### src/rtl/avst_test_pkg.sv
// Shared types and constants for the Avalon-ST test source.
package avst_test_pkg;

  typedef enum logic [1:0] {IDLE, SEND, GAP} src_state_t;

  localparam logic [15:0] HDR_MAGIC = 16'hA55A;
  localparam logic [31:0] LFSR_POLY = 32'h8020_0003;
  localparam logic [31:0] LFSR_SEED = 32'hACE1_0001;

  function automatic int empty_w(input int width);
    return $clog2(width / 8);
  endfunction

  function automatic logic [31:0] lfsr_step(input logic [31:0] v);
    return (v >> 1) ^ (v[0] ? LFSR_POLY : 32'h0);
  endfunction

endpackage

### src/rtl/avst_test_source_sync_edge_det.sv
// Two-flop synchroniser followed by a rising-edge detector (one-cycle pulse).
module sync_edge_det (
  input  logic clk,
  input  logic rst,
  input  logic din,
  output logic rise
);

  // sr[0], sr[1]: synchroniser stages; sr[2]: previous synchronised level
  logic [2:0] sr;

  always_ff @(posedge clk) begin
    if (rst) sr <= '0;
    else     sr <= {sr[1:0], din};
  end

  assign rise = sr[1] & ~sr[2];

endmodule

### src/rtl/avst_test_source.sv
// Avalon-ST test source: emits one fixed-length packet per start event (or back to back
// when continuous). Optional macro AVST_SRC_LFSR_EN selects an LFSR payload.
module avst_test_source
  import avst_test_pkg::*;
#(
  parameter int unsigned WIDTH      = 32,
  parameter int unsigned PKT_WORDS  = 16,
  parameter int unsigned LAST_EMPTY = 0,
  parameter int unsigned GAP_CYCLES = 4
) (
  input  logic                       clk,
  input  logic                       rst,
  input  logic                       start,
  input  logic                       continuous,
  input  logic                       ready,
  output logic                       valid,
  output logic [WIDTH-1:0]           data,
  output logic                       sop,
  output logic                       eop,
  output logic [empty_w(WIDTH)-1:0]  empty,
  output logic                       busy,
  output logic [15:0]                pkt_count
);

  localparam int unsigned EW = empty_w(WIDTH);
  localparam int unsigned IW = $clog2(PKT_WORDS);
  localparam int unsigned GW = $clog2(GAP_CYCLES + 1);
  localparam logic [IW-1:0] LAST_IDX  = IW'(PKT_WORDS - 1);
  localparam logic [GW-1:0] GAP_LAST  = GW'(GAP_CYCLES - 1);
  localparam logic [EW-1:0] EMPTY_EOP = EW'(LAST_EMPTY);

  src_state_t      state, state_nxt;
  logic [IW-1:0]   idx, idx_nxt, idx_inc;
  logic [GW-1:0]   gap_cnt, gap_nxt;
  logic [15:0]     seq, seq_nxt, cnt_nxt;
  logic            valid_nxt, sop_nxt, eop_nxt;
  logic [WIDTH-1:0] data_nxt, payload;
  logic [EW-1:0]   empty_nxt;
  logic            start_evt;

  sync_edge_det u_start_sync (
    .clk  (clk),
    .rst  (rst),
    .din  (start),
    .rise (start_evt)
  );

  assign idx_inc = idx + IW'(1);

`ifdef AVST_SRC_LFSR_EN
  logic [31:0] lfsr, lfsr_nxt, lfsr_adv;

  assign lfsr_adv = lfsr_step(lfsr);

  always_comb begin
    payload = '0;
    for (int unsigned b = 0; b < WIDTH; b++) payload[b] = lfsr_adv[b % 32];
  end
`else
  assign payload = WIDTH'({seq, 16'(idx_inc)});
`endif

  always_comb begin
    state_nxt = state;
    idx_nxt   = idx;
    gap_nxt   = gap_cnt;
    seq_nxt   = seq;
    cnt_nxt   = pkt_count;
    valid_nxt = valid;
    data_nxt  = data;
    sop_nxt   = sop;
    eop_nxt   = eop;
    empty_nxt = empty;
`ifdef AVST_SRC_LFSR_EN
    lfsr_nxt  = lfsr;
`endif
    unique case (state)
      IDLE: begin
        if (start_evt || continuous) begin
          state_nxt = SEND;
          idx_nxt   = '0;
          valid_nxt = 1'b1;
          data_nxt  = WIDTH'({HDR_MAGIC, seq});
          sop_nxt   = 1'b1;
          eop_nxt   = 1'b0;
          empty_nxt = '0;
`ifdef AVST_SRC_LFSR_EN
          lfsr_nxt  = LFSR_SEED;
`endif
        end
      end
      SEND: begin
        // Outputs only move on a transfer, so a stalled beat stays put.
        if (valid && ready) begin
          if (eop) begin
            state_nxt = GAP;
            gap_nxt   = '0;
            valid_nxt = 1'b0;
            data_nxt  = '0;
            sop_nxt   = 1'b0;
            eop_nxt   = 1'b0;
            empty_nxt = '0;
            seq_nxt   = seq + 16'd1;
            cnt_nxt   = pkt_count + 16'd1;
          end else begin
            idx_nxt   = idx_inc;
            data_nxt  = payload;
            sop_nxt   = 1'b0;
            eop_nxt   = (idx_inc == LAST_IDX);
            empty_nxt = (idx_inc == LAST_IDX) ? EMPTY_EOP : '0;
`ifdef AVST_SRC_LFSR_EN
            lfsr_nxt  = lfsr_adv;
`endif
          end
        end
      end
      GAP: begin
        if (gap_cnt == GAP_LAST) state_nxt = IDLE;
        else                     gap_nxt   = gap_cnt + GW'(1);
      end
      default: state_nxt = IDLE;
    endcase
  end

  always_ff @(posedge clk) begin
    if (rst) begin
      state     <= IDLE;
      idx       <= '0;
      gap_cnt   <= '0;
      seq       <= '0;
      pkt_count <= '0;
      valid     <= 1'b0;
      data      <= '0;
      sop       <= 1'b0;
      eop       <= 1'b0;
      empty     <= '0;
`ifdef AVST_SRC_LFSR_EN
      lfsr      <= '0;
`endif
    end else begin
      state     <= state_nxt;
      idx       <= idx_nxt;
      gap_cnt   <= gap_nxt;
      seq       <= seq_nxt;
      pkt_count <= cnt_nxt;
      valid     <= valid_nxt;
      data      <= data_nxt;
      sop       <= sop_nxt;
      eop       <= eop_nxt;
      empty     <= empty_nxt;
`ifdef AVST_SRC_LFSR_EN
      lfsr      <= lfsr_nxt;
`endif
    end
  end

  assign busy = (state != IDLE);

endmodule

### config.mk
export PLATFORM = sky130hd
export DESIGN_NAME = avst_test_source
export DESIGN_NICKNAME = d
export VERILOG_FILES = /design/src/rtl/avst_test_pkg.sv /design/src/rtl/avst_test_source_sync_edge_det.sv /design/src/rtl/avst_test_source.sv
export SDC_FILE = /design/constraint.sdc
export NUM_CORES = 1
export LEC_CHECK = 0
export ABC_AREA = 1
export BUFFER_PORTS_ARGS = -buffer_cell sky130_fd_sc_hd__buf_2
export CAP_MARGIN = 20
export CELL_PAD_IN_SITES_DETAIL_PLACEMENT = 1
export CELL_PAD_IN_SITES_GLOBAL_PLACEMENT = 1
export CORE_AREA = 10 10 104 106
export CTS_CLUSTER_SIZE = 12
export DETAILED_ROUTE_END_ITERATION = 16
export DIE_AREA = 0 0 114 116
export PLACE_DENSITY = 0.75
export SLEW_MARGIN = 40
export SYNTH_ARGS = -nofsm -noshare
export SYNTH_HDL_FRONTEND = slang
export SYNTH_HIERARCHICAL = 1
export SYNTH_SLANG_ARGS = --single-unit
### constraint.sdc
create_clock -name clk -period 1.87 [get_ports clk]
set_input_delay 0.187 -clock clk [delete_from_list [all_inputs] [get_ports clk]]
set_output_delay 0.187 -clock clk [all_outputs]
set_load 0.02 [all_outputs]
### Word-level counts from Yosys, hierarchy flattened

Index checks and enable logic that the tools add are counted.

| storage, ports and cells | value |
|---|---|
| input bits | 5 |
| logic and storage cells | 69 |
| register bits after elaboration | 81 |
| output and inout bits | 54 |

| cells by class | value |
|---|---|
| multiplexer cells | 30 |
| equality and inequality tests | 10 |
| reduce and logical (&&, ||, !) cells | 12 |
| bitwise operators | 2 |
| add/subtract/negate cells | 4 |

Operators with widths:

| cell | count |
|---|---|
| 32-bit two-way mux | 3 |
| 32-bit case mux with 2 select lines | 1 |
| 16-bit by 1-bit adder with 16-bit output, second input constant | 2 |
| 4-bit AND reduction | 4 |
| 2-bit two-way mux | 6 |
| 4-bit two-way mux | 3 |
| 2-bit inequality test, second input constant | 6 |
| 3-bit two-way mux | 3 |
| 4-bit case mux with 2 select lines | 1 |
| 1-bit two-way mux | 7 |
| 1-bit case mux with 2 select lines | 3 |
| 2-bit case mux with 3 select lines | 1 |
| 3-bit case mux with 2 select lines | 1 |
| 3-bit AND reduction | 2 |
| 2-bit nonzero test | 3 |
| 4-bit by 1-bit adder with 4-bit output, second input constant | 1 |
| 4-bit equality test, second input constant | 1 |
| 2-bit case mux with 2 select lines | 1 |
| 3-bit by 1-bit adder with 3-bit output, second input constant | 1 |
| 3-bit by 2-bit equality test with 1-bit output, second input constant | 1 |
| 2-bit by 1-bit equality test with 1-bit output, second input constant | 1 |
| 2-bit equality test, second input constant | 1 |
| 2-bit zero test | 1 |
| 1-bit bitwise AND | 1 |
| other kinds (3) | 3 |

### Depth between registers and ports, before layout

Gate-level depths: netlist of the first run.

| depth | value |
|---|---|
| depth in word-level cells | 5 |
| mapped depth | 10 |
| depth with buffers taken out | 10 |

### Modules after synthesis

Netlist of the first run, hierarchy kept.

Modules (own cells, without submodules):

| module | instances | sequential area each (µm²) | cells an instance | area an instance (µm²) |
|---|---|---|---|---|
| avst_test_source | 1 | 1521.5 | 475 | 3368.2 |
| sync_edge_det | 1 | 60.1 | 10 | 86.3 |

### Least setup slack after synthesis of the first run

OpenSTA, ideal clock, no wires.

| timing | value |
|---|---|
| path type | reg2reg |
| start point | register eop |
| end point | register pkt_count[11] |
| library setup time | 0.115 ns |
| path slack | 0.448 ns |
| buffers on the path | 1 |
| data arrival time | 1.306 ns |
| stages on the path, launching flop included | 9 |
| cell sequence | dfxtp_1 -> nand3_1 -> nor2_2 -> buf_4 -> nand2_1 -> nor2_2 -> nand3_1 -> nand2_1 -> nor2_1 |

| on the way | value |
|---|---|
| longest elaborated chain between the ends | 1 |

RTL lines:

| item | RTL line | RTL |
|---|---|---|
| start, declared | avst_test_source.sv:19 | `output logic eop,` |
| start signal, assigned | avst_test_source.sv:149 | `eop <= eop_nxt;` |
| 3-bit AND reduction (no line) | n/a |  |
| end signal, assigned | avst_test_source.sv:145 | `pkt_count <= cnt_nxt;` |
| end, declared | avst_test_source.sv:22 | `output logic [15:0] pkt_count` |

Every way passes these cells.
A chain may end at the register's enable or synchronous reset.

### Worst setup path after layout of the first run

| timing | value |
|---|---|
| start point | register state[0] |
| end point | register valid |

| on the way | value |
|---|---|
| longest elaborated chain between the ends | 3 |

RTL lines:

| item | RTL line | RTL |
|---|---|---|
| start, declared | avst_test_source.sv:32 | `src_state_t state, state_nxt;` |
| start signal, assigned | avst_test_source.sv:141 | `state <= state_nxt;` |
| 2-bit by 1-bit equality test with 1-bit output or 2-bit zero test (tied branches) | avst_test_source.sv:77 | `unique case (state)` |
| 2-bit inequality test (no line) or 2-bit nonzero test (tied branches) | n/a |  |
| 4-bit AND reduction (no line) | n/a |  |
| end signal, assigned | avst_test_source.sv:146 | `valid <= valid_nxt;` |
| end, declared | avst_test_source.sv:16 | `output logic valid,` |

Several ways; a longest one is shown, not always the timed one.

==> results of run 1 <==
[worst max-delay path by stage]
stage / endpoint / slack, ns
after floorplan: pkt_count[11] / 0.45
after global placement: valid / 0.34
after detailed placement: valid / 0.24
after CTS: valid / 0.23
after global routing: valid / 0.08
final: valid / 0.25
[cell type report]
cell class | instances | area, sq um | area share, %
multi-input cells | 337 | 1600 | 39.5
flip-flops and latches | 79 | 1580 | 39.1
repair buffers | 64 | 353 | 8.73
inverters | 50 | 188 | 4.64
well taps | 108 | 135 | 3.34
clock buffers | 10 | 128 | 3.16
clock inverters | 6 | 61.3 | 1.52
[registers in the layout, indices dropped and copies added, names as in the netlist]
register and count:
state 2, sop 1, data 32, u_start_sync/sr 3, idx 4, gap_cnt 3
eop 1, pkt_count 16, seq 16, valid 1
[cell families (layout without fill, tap and decap cells)]
group           Yosys count  after routing
other cells               1              2
simple gates            233            233
flops                    79             79
compound gates           91             91
xor+xnor                  5              5
buf+inv                  70            130
fa+ha+maj                 6              6
[power breakdown]
part | total [mW] | switching, mW | internal (mW) | leakage [nW]
combinational | 0.328 | 0.237 | 0.0913 | 1.02
sequential | 1.76 | 0.0340 | 1.73 | 0.641
clock | 1.27 | 0.654 | 0.613 | 0.0960
[per-stage QoR]
step                power, mW  setup WS (ns)  hold slack, ns  area [sq um]  utilization (%)
floorplan                2.02          0.448           0.258          3460                -
global placement         2.13          0.335           0.390          3850             44.4
detailed placement       2.14          0.245           0.395          3850             44.4
CTS                      3.39          0.230          0.0200          4040             46.6
global route             3.51         0.0753          0.0404          4040             46.6
finish                   3.36          0.251          0.0339          4040             46.6
[cell usage in the layout (no fill, tap or decap), drive strengths merged]
cell type and count:
nand2 97, nor2 84, dfxtp 79, buf 64
a21oi 56, inv 50, nand3 36, o21ai 29
clkbuf 10, nand4 6, ha 6, nor3 5
xor2 4, clkinv 4, o21bai 2, nor3b 2
a211oi 2, conb 2, or2 2, and3 1
xnor2 1, o22ai 1, a31oi 1, clkinvlp 1
bufinv 1
[routing by layer]
metal,share of wire [%],wire length [um],GRT usage (%)
met1,45,4400,18.5
met2,49,4860,26.2
met3,4.5,443,3.67
met4,1.6,158,5.51
met5,0,0,0
[worst min-delay path, cell delays in order]
cell and delay, ns:
buf_2 0.09, inv_1 0.04, nor2_1 0.03
==> out/results.tsv, run 1 <==
metric	value	unit
Worst Path Buf+Inv	2	
max-cap viol count	0	
CTS tree	yes	
IO Port Bufs	56	
All-Layer GR Usage	15.4	%
Synth top area share	45.8	%
Max VDD drop	351	uV
delay-heaviest family, CP	simple AND/OR/NAND/NOR gates	
sequential-to-total area share from yosys stat	45.8	%
vias in the first global route	3450	
hold_buf cts	0	
ys async rst share	0	%
Reg-to-Reg End	valid	
r2r setup slk	0.25	ns
crit path from	state[0]	
largest area contributor in the netlist	dfxtp_1	
#FFs+latches synth	79	
Routed Antenna Nets	0	
crit start category	flip-flop	
Worst R2R Path Depth	7	
Hold Path Sink	u_start_sync/sr[0]	
Clock Sinks	79	
First-pass DRT Iterations	4	
Resize count post-CTS	0	
dominant cells by area after synthesis	dfxtp_1 (46%), nand2_1 (9.9%), nor2_1 (8.5%)	
Root Buffer	clkbuf_8	
# rows	34	
Pwr Density	831	nW/um^2
Mapped Cells	485	
H-Tree Depth	3	
Placed Cells	638	
Hold Crit Start	start	
# setup viols final	0	
Detail Placement HPWL	7330	um
Worst path depth	7	
total CTS buffers	9	
P&R area growth vs syn	17.0	%
via count	3351	
largest family of logic cells by synthesized area	simple AND/OR/NAND/NOR gates	
n_diodes	0	
Wirelength per Cell	15.1	um
core box area	8680	sq um
run status	complete, no violations	
multiplexer area fraction after synthesis	0	%
Leakage	1.75	nW
largest net degree at the start of global routing	41	
period utilization	86.6	%
commonest cells in the netlist	nand2_1 (91), dfxtp_1 (79), nor2_1 (78), a21oi_1 (56), inv_1 (47)	
die height	116	um
mapped cell area	3450	sq um
Max FO, Critical Path	24	
post-synthesis simple-gate area fraction	29.0	%
Vias/cell	5.12	
initial drt markers	117	
Min-Delay Path Depth	3	
Fin. Hold Viols	0	
RR Startpoint	state[0]	
syn avg cell area	7.12	sq um
full die area	13200	sq um
total negative setup slack	0	ns
Die Wd	114	um
Post-Route WL	9870	um
YS warnings	6	
global-route wire length before repair	16700	um
top_reg_cell synth	dfxtp_1	
Post-Route Skew	0.00700	ns
Arr. time, crit path	1.84	ns
kind of critical path	reg -> reg	
Pins Over Slew Limit	0	
Clk pin slew, worst setup/hold paths	0.08	ns
most common cell in the synthesized netlist	nand2_1	
Non-Filler Instances	654	
xor and xnor area share after synthesis	1.27	%
post-synth cell types	29	
CTS Buffer Depth	2	
critical-path cell list	inv_2, nor2_4, nand2_4, nand2_4, inv_2, o21ai_0, a21oi_1	
fin nets	552	
Post-route DRC	0	
Max Fclk	618	MHz
gr ovfl total	0	
Hold Path Class	in -> reg	
Initial Utilization	39.8	%
Ports	59	
Slowest-stage cell, CP	dfxtp_1	
Clk Latency, worst-skew pair	0.36	ns
initial antenna violation count	0	
largest stage delay on the critical path	0.42	ns
adder-cell share of the synthesized area	2.17	%
setup bufs post-CTS	0	
routability congestion estimate	0.827	
Worst Setup End Kind	flip-flop	
Tmin final	1.62	ns
RSZ-0062 raised after global routing	no	
fill count	1138	
Worst EP required	2.10	ns
post-synthesis compound-gate area fraction	13.5	%
number of synthesized flops with an enable pin	0	
fraction of layout cells with a size suffix above 1	17.4	%
(Power assumes the default switching activity.)
==> run 2, diff against run 1 <==
Settings changed: BUFFER_PORTS_ARGS -buffer_cell sky130_fd_sc_hd__buf_2 to -buffer_cell sky130_fd_sc_hd__buf_4.
==> run 2 against run 1 <==
Non-clock buffer count did not move; worst setup slack worse by 0.038 ns; critical endpoint unchanged; sequential cell count did not move; largest power group unchanged; critical path type unchanged; first-iteration DRC count is 20% lower; highest routed layer unchanged; largest cell class unchanged; cell count stayed put.
==> out/results.tsv, run 2 (synthesized netlist as in run 1, its figures left out) <==
metric	value	unit	change
max-cap viol count	0		unchanged
# setup viols final	0		unchanged
CTS tree	yes		
switching share of power	26.5	%	-1.0 points
Worst R2R Path Depth	7		unchanged
Reg-to-Reg End	valid		
max reg flops	32		unchanged
Ports	59		unchanged
Pint	2.64	mW	+8.6%
clock share of power	41.0	%	+3.3 points
total negative setup slack	0	ns	unchanged
Top reg by flops	data		
via count	3317		-1.0%
RSZ-0062 raised after global routing	no		
Post-route DRC	0		unchanged
Arr. time, crit path	1.89	ns	+0.05 ns
global-route wire length before repair	17000	um	+1.5%
routability congestion estimate	0.768		-7.1%
Detail Placement HPWL	7400	um	+0.97%
Max Fclk	604	MHz	-2.3%
kind of critical path	reg -> reg		
commonest non-fill, non-tap cells in the layout	nand2_1 (91), dfxtp_1 (79), nor2_1 (78)		
fraction of layout cells with a size suffix above 1	17.6	%	+0.18 points
Routed Antenna Nets	0		unchanged
Clock Sinks	79		unchanged
Clk Latency, worst-skew pair	0.35	ns	about the same
Sw Pwr	0.952	mW	+3.0%
initial drt markers	94		-20%
Vias/cell	5.07		-1.0%
Worst Setup End Kind	flip-flop		
Hold Path Sink	u_start_sync/sr[0]		
First-pass DRT Iterations	4		unchanged
CTS Buffer Depth	2		unchanged
P&R area growth vs syn	22.3	%	
Worst EP required	2.10	ns	about the same
fill count	1127		-0.97%
Post-Route Skew	0.00788	ns	+0.000882 ns
period utilization	88.6	%	+2.0 points
gr ovfl total	0		unchanged
delay-heaviest family, CP	simple AND/OR/NAND/NOR gates		
vias in the first global route	3475		+0.72%
total CTS buffers	9		unchanged
H-Tree Depth	3		unchanged
largest stage delay on the critical path	0.42	ns	about the same
Min-Delay Path Depth	3		unchanged
Root Buffer	clkbuf_8		
All-Layer GR Usage	15.7	%	+0.31 points
Resize count post-CTS	0		unchanged
Wirelength per Cell	15.3	um	+1.7%
Pins Over Slew Limit	0		unchanged
largest net degree at the start of global routing	41		unchanged
Tmin final	1.66	ns	+0.0376 ns
Hold Path Class	in -> reg		
# rows	34		unchanged
Clk pin slew, worst setup/hold paths	0.09	ns	about the same
Pwr Density	851	nW/um^2	+2.4%
minimum hold slack	0.0386	ns	+0.00470 ns
critical-path cell list	inv_2, nor2_4, nand2_4, nand2_4, inv_2, o21ai_0, a21oi_1		
Max FO, Critical Path	24		unchanged
Max VDD drop	295	uV	-16%
r2r setup slk	0.21	ns	-0.04 ns
Seq pwr share	49.1	%	-3.4 points
Leakage	1.78	nW	+1.3%
Initial Utilization	39.8	%	unchanged
full die area	13200	sq um	unchanged
Fin. Hold Viols	0		unchanged
Post-Route WL	10000	um	+1.7%
RR Startpoint	state[0]		
run status	complete, no violations		
Combinational Power Share	9.9	%	about the same
most common cell after layout, fill and taps aside	nand2_1		
fin nets	552		unchanged
Slowest-stage cell, CP	dfxtp_1		
Die Wd	114	um	unchanged
IO Port Bufs	56		unchanged
crit start category	flip-flop		
core box area	8680	sq um	unchanged
Largest regs	data x32, pkt_count x16, seq x16		
die height	116	um	unchanged
initial antenna violation count	0		unchanged
Hold Crit Start	start		
hold_buf cts	0		unchanged
setup bufs post-CTS	0		unchanged
Worst Path Buf+Inv	2		unchanged
n_diodes	0		unchanged
-- run 2: cell types whose count changed in the layout (fill, tap and decap cells not counted), sizes merged --
cell	delta
bufinv	+1
clkinv	-1
-- run 2: how the worst max path moves through the flow --
stage	from	end	slack, ns	cells after the start
detailed placement	state[0]	valid	0.24	7
floorplan	eop	pkt_count[11]	0.45	8
global route	state[1]	gap_cnt[1]	0.05	8
global placement	state[0]	valid	0.30	7
finish	state[0]	valid	0.21	7
CTS	state[0]	valid	0.21	7
-- run 2: worst min-delay path, stage by stage --
cell and delay (ns):
buf_4 0.08, inv_1 0.03, nor2_1 0.07
-- run 2: power by group through the flow --
stage | registers [mW] | logic (mW) | clock network, mW
finish | 1.76 | 0.355 | 1.47
global route | 1.77 | 0.394 | 1.60
CTS | 1.76 | 0.361 | 1.51
detailed placement | 1.80 | 0.359 | 0
global placement | 1.80 | 0.350 | 0
floorplan | 1.84 | 0.178 | 0
-- run 2: cell type report --
type                            instances  area [sq um]  area share (%)
Sequential cell                        79          1580            37.4
Clock inverter                          6          93.8            2.22
Clock buffer                           10           138            3.26
Timing Repair Buffer                   64           493            11.7
Inverter                               50           188            4.44
Tap cell                              108           135            3.20
Multi-Input combinational cell        337          1600            37.8
-- run 2: metrics by stage --
step	power, mW	instances	utilization [%]	setup WS, ns	cell area (sq um)
finish	3.59	654	48.7	0.213	4220
global route	3.76	654	48.7	0.0469	4220
CTS	3.63	654	48.7	0.213	4220
detailed placement	2.16	638	46.0	0.238	3990
global placement	2.15	638	46.0	0.296	3990
floorplan	2.02	486	-	0.448	3460
-- run 2: per-layer routing --
layer	up-vias	wire length (um)	global-route usage [%]
met5	-	0	0
li1	1672	-	-
met1	1572	4560	18.7
met4	0	178	5.43
met3	16	512	4.34
met2	57	4780	26.5
==> run 3, diff against run 2 <==
Settings changed: RECOVER_POWER set to 100, SKIP_CTS_REPAIR_TIMING set to 1.
==> run 3 against run 2 <==
Sequential cell count is the same; clock skew is essentially flat; clock power is essentially flat; die area is the same; hold slack lost 0.0038 ns; cell count is the same; utilization shrank 2.5 points; combinational power shrank 10%; worst setup slack lost 0.031 ns; critical path type unchanged; largest power group unchanged.
==> out/results.tsv, run 3 (synthesized netlist as in run 1, its figures left out) <==
metric	value	unit	change
Pint	2.60	mW	-1.4%
relative slew slack	42.5	%	
Seq pwr share	49.5	%	+0.4 points
via count	3320		+0.090%
Pwr Density	887	nW/um^2	+4.3%
CTS tree	yes		
initial antenna violation count	0		unchanged
total CTS buffers	9		unchanged
switching share of power	26.8	%	+0.33 points
Wirelength per Cell	15.3	um	about the same
Max FO, Critical Path	24		unchanged
Ports	59		unchanged
clock share of power	41.6	%	+0.6 points
Root Buffer	clkbuf_8		
Clk pin slew, worst setup/hold paths	0.09	ns	about the same
run status	complete, no violations		
CTS Buffer Depth	2		unchanged
period utilization	90.2	%	+1.7 points
Post-Route WL	10000	um	about the same
Initial Utilization	39.8	%	unchanged
First-pass DRT Iterations	4		unchanged
fin worst setup slack	0.182	ns	-0.0310 ns
core box area	8680	sq um	unchanged
commonest non-fill, non-tap cells in the layout	nand2_1 (93), nor2_1 (80), dfxtp_1 (79)		
Worst EP required	2.08	ns	-0.02 ns
post-layout util	46.2	%	-2.5 points
P&R area growth vs syn	16.1	%	
Arr. time, crit path	1.90	ns	about the same
Fin. Hold Viols	0		unchanged
All-Layer GR Usage	15.7	%	unchanged
Max Fclk	593	MHz	-1.8%
fill count	1149		+2.0%
initial drt markers	108		+15%
Max VDD drop	296	uV	+0.19%
most common cell after layout, fill and taps aside	nand2_1		
crit start category	flip-flop		
total negative setup slack	0	ns	unchanged
Tmin final	1.69	ns	+0.0310 ns
Largest regs	data x32, pkt_count x16, seq x16		
kind of critical path	reg -> reg		
die height	116	um	unchanged
Vias/cell	5.08		about the same
fin nets	552		unchanged
# rows	34		unchanged
Leakage	1.56	nW	-12%
RSZ-0062 raised after global routing	no		
largest net degree at the start of global routing	41		unchanged
Combinational Power Share	8.9	%	-1.0 points
Top reg by flops	data		
vias in the first global route	3475		unchanged
routability congestion estimate	0.768		unchanged
H-Tree Depth	3		unchanged
Hold Path Class	in -> reg		
Clock Sinks	79		unchanged
Post-route DRC	0		unchanged
Place WS	0.238	ns	unchanged
Routed Antenna Nets	0		unchanged
global-route wire length before repair	17000	um	unchanged
Worst Setup End Kind	flip-flop		
Clk Latency, worst-skew pair	0.36	ns	about the same
Die Wd	114	um	unchanged
Pins Over Slew Limit	0		unchanged
Slew @ Worst Pin	0.862	ns	
max-cap viol count	0		unchanged
Sw Pwr	0.955	mW	+0.29%
Detail Placement HPWL	7400	um	unchanged
gr ovfl total	0		unchanged
full die area	13200	sq um	unchanged
IO Port Bufs	56		unchanged
# setup viols final	0		unchanged
max reg flops	32		unchanged
n_diodes	0		unchanged
fraction of layout cells with a size suffix above 1	7.14	%	-10 points
Post-Route Skew	0.00754	ns	-0.000341 ns
==> run 3: cell types whose count changed in the layout (fill, tap and decap cells not counted) <==
cell and change:
clkbuf_1 +52, clkbuf_2 +3, nor2_2 -2, inv_1 +1, nand2_2 -2, nand2_1 +2, inv_2 -1, nor2_1 +2
clkbuf_4 +1, buf_4 -56
==> run 3: worst max-delay path, cell delays in order (launching register included) <==
cell and delay [ns]:
dfxtp_1 0.41, inv_1 0.13, nor2_4 0.19, nand2_4 0.13, nand2_4 0.18, inv_2 0.21
o21ai_0 0.21, a21oi_1 0.09
==> run 3: path summary, 6_finish.rpt <==
kind / end / cells past startpoint / from / slack (ns)
worst max-delay path: valid / 7 / state[0] / 0.18
worst max register to register: valid / 7 / state[0] / 0.18
worst min-delay path: u_start_sync/sr[0] / 3 / start / 0.03
worst min register to register: u_start_sync/sr[1] / 2 / u_start_sync/sr[0] / 0.41
==> run 3: power by group through the flow <==
stage,sequential (mW),clock (mW),combinational [mW]
2_1_floorplan,1.84,0,0.178
3_3_place_gp,1.80,0,0.350
3_5_place_dp,1.80,0,0.359
4_1_cts,1.76,1.51,0.361
5_1_grt,1.77,1.60,0.356
6_report,1.76,1.48,0.318
==> run 3: area by class of cell <==
class,instances,area [sq um],area share [%]
Clock inverter,6,93.8,2.34
Clock buffer,10,138,3.43
Inverter,50,188,4.68
Tap cell,108,135,3.37
Timing Repair Buffer,64,290,7.24
Multi-Input combinational cell,337,1590,39.5
Sequential cell,79,1580,39.4
==> run 3: through the flow <==
step | hold slack, ns | area, sq um | cells | total power, mW
floorplan | 0.258 | 3460 | 486 | 2.02
global placement | 0.391 | 3990 | 638 | 2.15
detailed placement | 0.406 | 3990 | 638 | 2.16
CTS | 0.0281 | 4220 | 654 | 3.63
global route | 0.0455 | 4010 | 654 | 3.73
finish | 0.0348 | 4010 | 654 | 3.56
==> run 3: metal layers <==
layer | GRT usage [%] | up-vias | routed length [um]
met3 | 4.34 | 18 | 531
met4 | 5.43 | 0 | 204
met1 | 18.7 | 1570 | 4560
li1 | - | 1668 | -
met5 | 0 | - | 0
met2 | 26.5 | 64 | 4740
